**src/rtl/serial_subtractor.sv**
```systemverilog
// ============================================================================
// serial_subtractor
// ----------------------------------------------------------------------------
// Bit-serial W-bit subtractor computing diff = a - b - b_in (mod 2^W), one
// bit per clock, LSB first. A single borrow cell plus three shift registers
// stand in for a parallel W-bit subtractor. The caller talks to it through a
// start/busy/done handshake. One operation occupies W+1 cycles: W BUSY
// cycles and one DONE cycle.
//
// Parameters
//   W       operand/result width in bits (W >= 2), default 16
//
// Ports
//   clk     in   1  rising-edge clock
//   rst_n   in   1  asynchronous active-low reset
//   start   in   1  request; only sampled while busy == 0
//   a       in   W  minuend, sampled with start
//   b       in   W  subtrahend, sampled with start
//   b_in    in   1  borrow-in, sampled with start
//   busy    out  1  high from the cycle after start until done drops
//   done    out  1  one-cycle pulse; diff/b_out (and ovf) valid from here on
//   diff    out  W  a - b - b_in modulo 2^W, held until next completion
//   b_out   out  1  borrow-out: 1 iff a < b + b_in (unsigned)
//   ovf     out  1  signed overflow of the subtraction (optional, see below)
//
// Configuration
//   SERIAL_SUB_OVF_EN  when defined, adds the ovf output. It flags signed
//                      two's-complement overflow: the operands have different
//                      signs and the result sign differs from the minuend.
//                      It is registered and held alongside diff. When the
//                      macro is undefined, the port and its logic are absent.
// ============================================================================
module serial_subtractor #(
    parameter int W = 16
) (
    input  logic         clk,
    input  logic         rst_n,
    input  logic         start,
    input  logic [W-1:0] a,
    input  logic [W-1:0] b,
    input  logic         b_in,
    output logic         busy,
    output logic         done,
    output logic [W-1:0] diff,
    output logic         b_out
`ifdef SERIAL_SUB_OVF_EN
    ,
    output logic         ovf
`endif
);

    localparam int CNT_W = (W > 1) ? $clog2(W) : 1;
    localparam logic [CNT_W-1:0] CNT_LAST = CNT_W'(W - 1);

    typedef enum logic [1:0] {
        IDLE = 2'd0,
        BUSY = 2'd1,
        DONE = 2'd2
    } state_t;

    state_t state;
    state_t state_next;

    // Operand shift registers. They are consumed from bit 0 and shift right,
    // so sa[0]/sb[0] always hold the bit currently being processed.
    logic [W-1:0]     sa;
    logic [W-1:0]     sb;
    // Result shift register. Each new bit enters at the MSB, so after W
    // shifts the LSB-first stream has landed in natural bit order.
    logic [W-1:0]     sd;
    logic             br;
    logic [CNT_W-1:0] cnt;

    logic             d_bit;
    logic             br_next;
    logic             last_bit;
    logic [W-1:0]     sd_next;

    // ------------------------------------------------------------------
    // Single-bit full subtractor cell
    // ------------------------------------------------------------------
    function automatic logic sub_diff(input logic x, input logic y, input logic bw);
        return x ^ y ^ bw;
    endfunction

    // A borrow leaves the cell when y beats x outright, or when x == y and a
    // borrow was already pending.
    function automatic logic sub_borrow(input logic x, input logic y, input logic bw);
        return (~x & y) | (~(x ^ y) & bw);
    endfunction

    assign d_bit    = sub_diff(sa[0], sb[0], br);
    assign br_next  = sub_borrow(sa[0], sb[0], br);
    assign sd_next  = {d_bit, sd[W-1:1]};
    assign last_bit = (state == BUSY) && (cnt == CNT_LAST);

    // ------------------------------------------------------------------
    // FSM: state register
    // ------------------------------------------------------------------
    always_ff @(posedge clk or negedge rst_n) begin
        if (!rst_n) begin
            state <= IDLE;
        end else begin
            state <= state_next;
        end
    end

    // ------------------------------------------------------------------
    // FSM: next-state logic
    // ------------------------------------------------------------------
    always_comb begin
        state_next = state;
        case (state)
            IDLE: begin
                if (start) begin
                    state_next = BUSY;
                end
            end
            BUSY: begin
                if (last_bit) begin
                    state_next = DONE;
                end
            end
            DONE: begin
                // The DONE state lasts exactly one cycle, with no way to
                // stall. A start seen here is dropped; the caller re-issues
                // it once busy is low.
                state_next = IDLE;
            end
            default: begin
                state_next = IDLE;
            end
        endcase
    end

    // ------------------------------------------------------------------
    // FSM: outputs
    // ------------------------------------------------------------------
    always_comb begin
        busy = (state != IDLE);
        done = (state == DONE);
    end

    // ------------------------------------------------------------------
    // Serial datapath
    // ------------------------------------------------------------------
    // Reset clears the working registers as well, so an aborted operation
    // leaves no stale partial result behind.
    always_ff @(posedge clk or negedge rst_n) begin
        if (!rst_n) begin
            sa    <= '0;
            sb    <= '0;
            sd    <= '0;
            br    <= 1'b0;
            cnt   <= '0;
            diff  <= '0;
            b_out <= 1'b0;
        end else begin
            case (state)
                IDLE: begin
                    if (start) begin
                        sa  <= a;
                        sb  <= b;
                        br  <= b_in;
                        cnt <= '0;
                    end
                end
                BUSY: begin
                    sd <= sd_next;
                    sa <= sa >> 1;
                    sb <= sb >> 1;
                    br <= br_next;
                    if (last_bit) begin
                        // Publish the result in the same cycle as its final
                        // bit, so that diff is already valid when done rises.
                        cnt   <= '0;
                        diff  <= sd_next;
                        b_out <= br_next;
                    end else begin
                        cnt <= cnt + CNT_W'(1);
                    end
                end
                default: begin
                end
            endcase
        end
    end

`ifdef SERIAL_SUB_OVF_EN
    // ------------------------------------------------------------------
    // Signed overflow flag
    // ------------------------------------------------------------------
    // On the last bit, sa[0]/sb[0] hold the original sign bits of a and b,
    // and d_bit is the sign bit of the result. No separate copy of the
    // operand signs is needed.
    always_ff @(posedge clk or negedge rst_n) begin
        if (!rst_n) begin
            ovf <= 1'b0;
        end else if (last_bit) begin
            ovf <= (sa[0] ^ sb[0]) & (d_bit ^ sa[0]);
        end
    end
`endif

endmodule

```
**config.mk**
```make
export PLATFORM = sky130hd
export DESIGN_NAME = serial_subtractor
export DESIGN_NICKNAME = d
export VERILOG_FILES = /design/src/rtl/serial_subtractor.sv
export SDC_FILE = /design/constraint.sdc
export NUM_CORES = 1
export LEC_CHECK = 0
export BUFFER_PORTS_ARGS = -buffer_cell sky130_fd_sc_hd__buf_2
export CAP_MARGIN = 25
export CORE_MARGIN = 2
export CORE_UTILIZATION = 48
export CTS_CLUSTER_SIZE = 30
export DETAILED_ROUTE_END_ITERATION = 10
export PLACE_DENSITY = 0.7
export SETUP_SLACK_MARGIN = 0.4
export SLEW_MARGIN = 10
export SYNTH_ARGS = -nofsm -noshare
export SYNTH_HDL_FRONTEND = slang
export SYNTH_SLANG_ARGS = --single-unit
```
**constraint.sdc**
```tcl
create_clock -name clk -period 2 [get_ports clk]
set_input_delay 0.4 -clock clk [delete_from_list [all_inputs] [get_ports clk]]
set_output_delay 0.4 -clock clk [all_outputs]
set_load 0.02 [all_outputs]
```
Yosys cells after proc, flatten, opt, wreduce, memory -nomap -nowiden
Cells that the tools add are included.
- reduce and logical (&&, ||, !) cells: 7
- add/sub/neg operators: 1
- bitwise operators: 7
- equality and inequality tests: 5
- multiplexer cells: 12
- operators by type and width (cell ; number):
    16-bit case mux with 2 select lines ; 2
    16-bit two-way mux ; 2
    4-bit two-way mux ; 2
    4-bit case mux with 2 select lines ; 1
    2-bit AND reduction ; 3
    4-bit by 1-bit adder with 4-bit output, second input constant ; 1
    4-bit equality test, second input constant ; 1
    2-bit two-way mux ; 2
    2-bit inequality test, second input constant ; 2
    2-bit case mux with 2 select lines ; 1
    2-bit nonzero test ; 2
    1-bit AND ; 2
    2-bit by 1-bit equality test with 1-bit output, second input constant ; 1
    2-bit equality test, second input constant ; 1
    2-bit logical NOT ; 1
    1-bit inverter ; 2
    1-bit case mux with 2 select lines ; 1
    1-bit XOR ; 2
    1-bit logical AND ; 1
    1-bit two-way mux ; 1
    1-bit bitwise OR ; 1
- word-level logic and storage cells: 40
- bits in registers: 72
- bits of input ports: 36
- output and inout port bits: 19

Logic depth before layout (Yosys ltp)
- word-level depth: 5
- mapped depth: 6
- depth with buffers taken out: 4

Least setup slack after synthesis
Ideal clock, no wire load.
- path type: register to register
- start point: register cnt[0]
- end point: register diff[10]
- buffers on the path: 2
- required time: 1.875 ns
- period minus slack after synthesis: 1.600 ns
- library setup time: 0.125 ns
- arrival: 1.475 ns
- slack: 0.400 ns
- stages on the path, launching flop included: 7
- cells stage by stage: dfrtp_1 > ha_1 > and3_4 > and2_4 > buf_6 > buf_12 > mux2_4
- word-level cells in the longest chain between the ends: 3
- RTL lines (what ; line ; RTL):
    start: declaration ; 72 ; logic [CNT_W-1:0] cnt;
    start signal: assignment ; 180 ; cnt <= cnt + CNT_W'(1);
    4-bit equality test ; 95 ; assign last_bit = (state == BUSY) && (cnt == CNT_LAST);
    1-bit logical AND ; 95 ;
    2-bit AND reduction (no line) ; n/a ;
    end signal: assignment ; 177 ; diff <= sd_next;
    end: declaration ; 44 ; output logic [W-1:0] diff,
No other way between the ends.
A chain may end at the register's enable or synchronous reset.

Worst setup path in the final report
- start point: register cnt[0]
- end point: register diff[15]
The elaborated chain is that of the path after synthesis.

==> summary.txt <==
STA
  – Fmax: 634.4 MHz
  – Final setup violation count: 0
  – Unrepaired setup endpoints after global routing: yes
  – Worst-Margin Slew: 0.4922 ns
  – Slew margin rel.: 67.19%
  – Setup TNS: 0 ns
  – Fin. Hold Viols: 0
  – Fraction of the cycle the final worst path needs: 78.81%
  – Slew Limit Fails: 0
  – Worst clock skew: 0.01026 ns
  – Worst Slack Setup Final: 0.4238 ns
  – Tmin final: 1.576 ns

Routing
  – Wl on met1: 3175 um
  – Via density: 5.464
  – Avg WL per Cell: 15.12 um
  – WL met2: 3413 um
  – DRC viols: 0
  – Router iterations before antenna repair: 5
  – Via count: 2486
  – Number of nets with antenna violations after routing: 0
  – First-iteration detailed-routing DRC count: 142
  – Final wirelength: 6879 um
  – Max Used Layer: met4
  – Met3 wire length: 223 um

Layout
  – Synth-to-Final Area Change: 19.42%
  – Filler Cells Inserted: 599
  – Layout Utilization: 58.28%
  – Ant diodes: 0
  – Post-Layout Inst Area: 3894 um^2
  – Storage element area: 1779 um^2
  – Footprint of the multi-input gates: 1373 um^2
  – Share of cells above drive strength 1: 29.87%
  – Final net count: 408

Clock network
  – Number of H-tree levels: 3
  – Worst-Skew Late Latency: 0.33 ns
  – TritonCTS buffer count: 9
  – Bufs on Longest Clock Path: 2
  – Clock Sinks: 71
  – CTS Hold Buffers Added: 0
  – Root Driver: clkbuf_8
  – CTS tree: yes
  – Clock slew at reported path FFs: 0.07 ns

GRT
  – GRT overflow: 0
  – Initial antenna violation count: 0
  – Vias in the first global route: 2446
  – Tot GR Track Use: 19.72%
  – Pin count of the biggest net entering global routing: 72
  – Global-route wire length before repair: 11540 um

Yosys
  – Synth area leaders: dfrtp_1 54%, a22oi_1 6.7%, nor2b_1 6.3%
  – Unique masters post-synth: 32
  – Syn_nets: 351
  – Number of synthesized flops with an enable pin: 0
  – Seq/Total Area, Yosys: 54.49%
  – Async SR Flop Fraction: 100.0%
  – Synth Cell Area: 3261 um^2
  – Ys flop type: dfrtp_1
  – Share of the synthesized area in the top cell type: 54.49%
  – Syn Area/Cell: 10.42 um^2
  – Yosys top cell by area: dfrtp_1
  – Mapped Cells: 313
  – Seq cells post-synth: 71
  – Yosys warnings: 0

Power
  – Peak VDD IR: 572.0 uV
  – Leakage: 1.871 nW
  – Pwr Density: 1412 nW/um^2
  – Total chip power: 0.005497 W

Critical path
  – Worst Path Arrival: 1.80 ns
  – CP Launch Point: cnt[0]
  – Setup Crit Path Kind: flop to flop
  – Worst-path fanout max: 10
  – Worst r2r src: cnt[0]
  – Setup crit start kind: flop
  – Critical path capture point type: flop
  – Critical path required time: 2.22 ns

Floorplanning
  – Initial cell density of the core: 48.80%
  – Std cell rows: 30
  – Chip height: 86.42 um
  – Die X: 86.42 um
  – Core ar.: 6681 um^2
  – Io pins: 55
  – Die area: 7468 um^2

Run
  – Max Cap Violations: 0

Place
  – Placed cell area: 3593 um^2
  – Dpl hpwl: 4264 um
  – Dpl ws: 0.3642 ns
  – Placer congestion estimate: 0.7201
  – IO buf count: 54

Hold path
  – Worst hold path class: input port to async pin

Outcome
  – Status: complete, no violations
==> worst max-delay path: stages (launching register included) <==
cell and delay (ns):
dfrtp_1 0.44, ha_4 0.18, and3_4 0.19, and2_4 0.18
buf_12 0.14, mux2_2 0.33
==> path summary, 6_finish.rpt <==
path,end,slack [ns],cells past startpoint
max in group asynchronous,state[0],1.61,2
min reg2reg,sb[1],0.48,2
max reg2reg,diff[15],0.42,5
min in group clk,sb[4],0.34,3
max,diff[15],0.42,5
min,sd[10],0.07,2
==> logic make-up (layout without fill, tap and decap cells) <==
| group | count (synthesis) | in the layout | synth area share [%] |
|---|---|---|---|
| muxes | 17 | 17 | 6.754 |
| adders and majority gates | 2 | 2 | 0.9977 |
| DFF | 71 | 71 | 54.49 |
| and+or+nand+nor | 90 | 90 | 13.81 |
| AOI/OAI and AO/OA | 105 | 105 | 19.34 |
| buffers and inverters | 28 | 90 | 4.605 |
==> timing repair <==
action / 4_1_cts / 5_1_grt
gates resized for setup: 2 / 11
buffers inserted: 4 / 2
endpoints found under the hold margin: 0 / 0
setup endpoints to repair: 17 / 26
pin swaps: 0 / 1
==> metrics by stage <==
stage	cells	hold slack, ns
6_report	455	0.07226
5_1_grt	455	0.1050
4_1_cts	453	0.09130
3_5_place_dp	433	0.4596
3_3_place_gp	433	0.4573
2_1_floorplan	313	0.1044
==> layer usage <==
layer  vias up  global-route usage (%)
met5         -                       0
met4         0                   6.960
met3         7                   3.905
met2        53                   31.12
met1      1221                   27.28
li1       1205                       -
==> cells in the final DEF (no fill, tap or decap), drive strengths merged <==
cell type	instances
nand3	1
inv	4
and3b	1
o21ai	34
o211a	1
or3b	1
nor2b	33
clkbuf	14
o21bai	1
fa	1
a2bb2oi	3
a22o	2
nand2b	1
nand2	49
ha	1
a21oi	33
o31ai	1
or2	1
mux2i	1
and3	1
buf	70
clkinv	2
and2	1
nor3	1
dfrtp	71
mux2	16
a211o	1
a22oi	29
==> synthesized netlist by cell type, types with 2 or more instances <==
master     instances
nor2b_1           33
a22o_1             2
a21oi_1           33
buf_4              3
inv_1              4
mux2_4             8
clkbuf_1          11
a22oi_1           29
o21ai_0           33
mux2_2             8
buf_2              8
a2bb2oi_1          3
dfrtp_1           71
nand2_1           49
==> flip-flops by register name (all words and copies together), names as in the netlist <==
| register | flops |
|---|---|
| state | 2 |
| sd | 15 |
| cnt | 4 |
| sa | 16 |
| b_out | 1 |
| br | 1 |
| diff | 16 |
| sb | 16 |
==> power by group <==
group / internal [W] / leakage [nW] / total, W / switching [W]
clock network: 0.000554 / 0.0967 / 0.00106 / 0.000506
registers: 0.00201 / 0.919 / 0.00243 / 0.000417
logic: 0.000932 / 0.856 / 0.00201 / 0.00107
total: 0.00350 / 1.87 / 0.00550 / 0.00200
==> layout make-up <==
cell class | count | area share (%)
Tap cell | 80 | 2.571
Sequential cell | 71 | 45.69
Timing Repair Buffer | 70 | 11.31
Multi-Input combinational cell | 214 | 35.25
Clock buffer | 14 | 4.434
Clock inverter | 2 | 0.3535
Inverter | 4 | 0.3856
(Power assumes the default switching activity.)
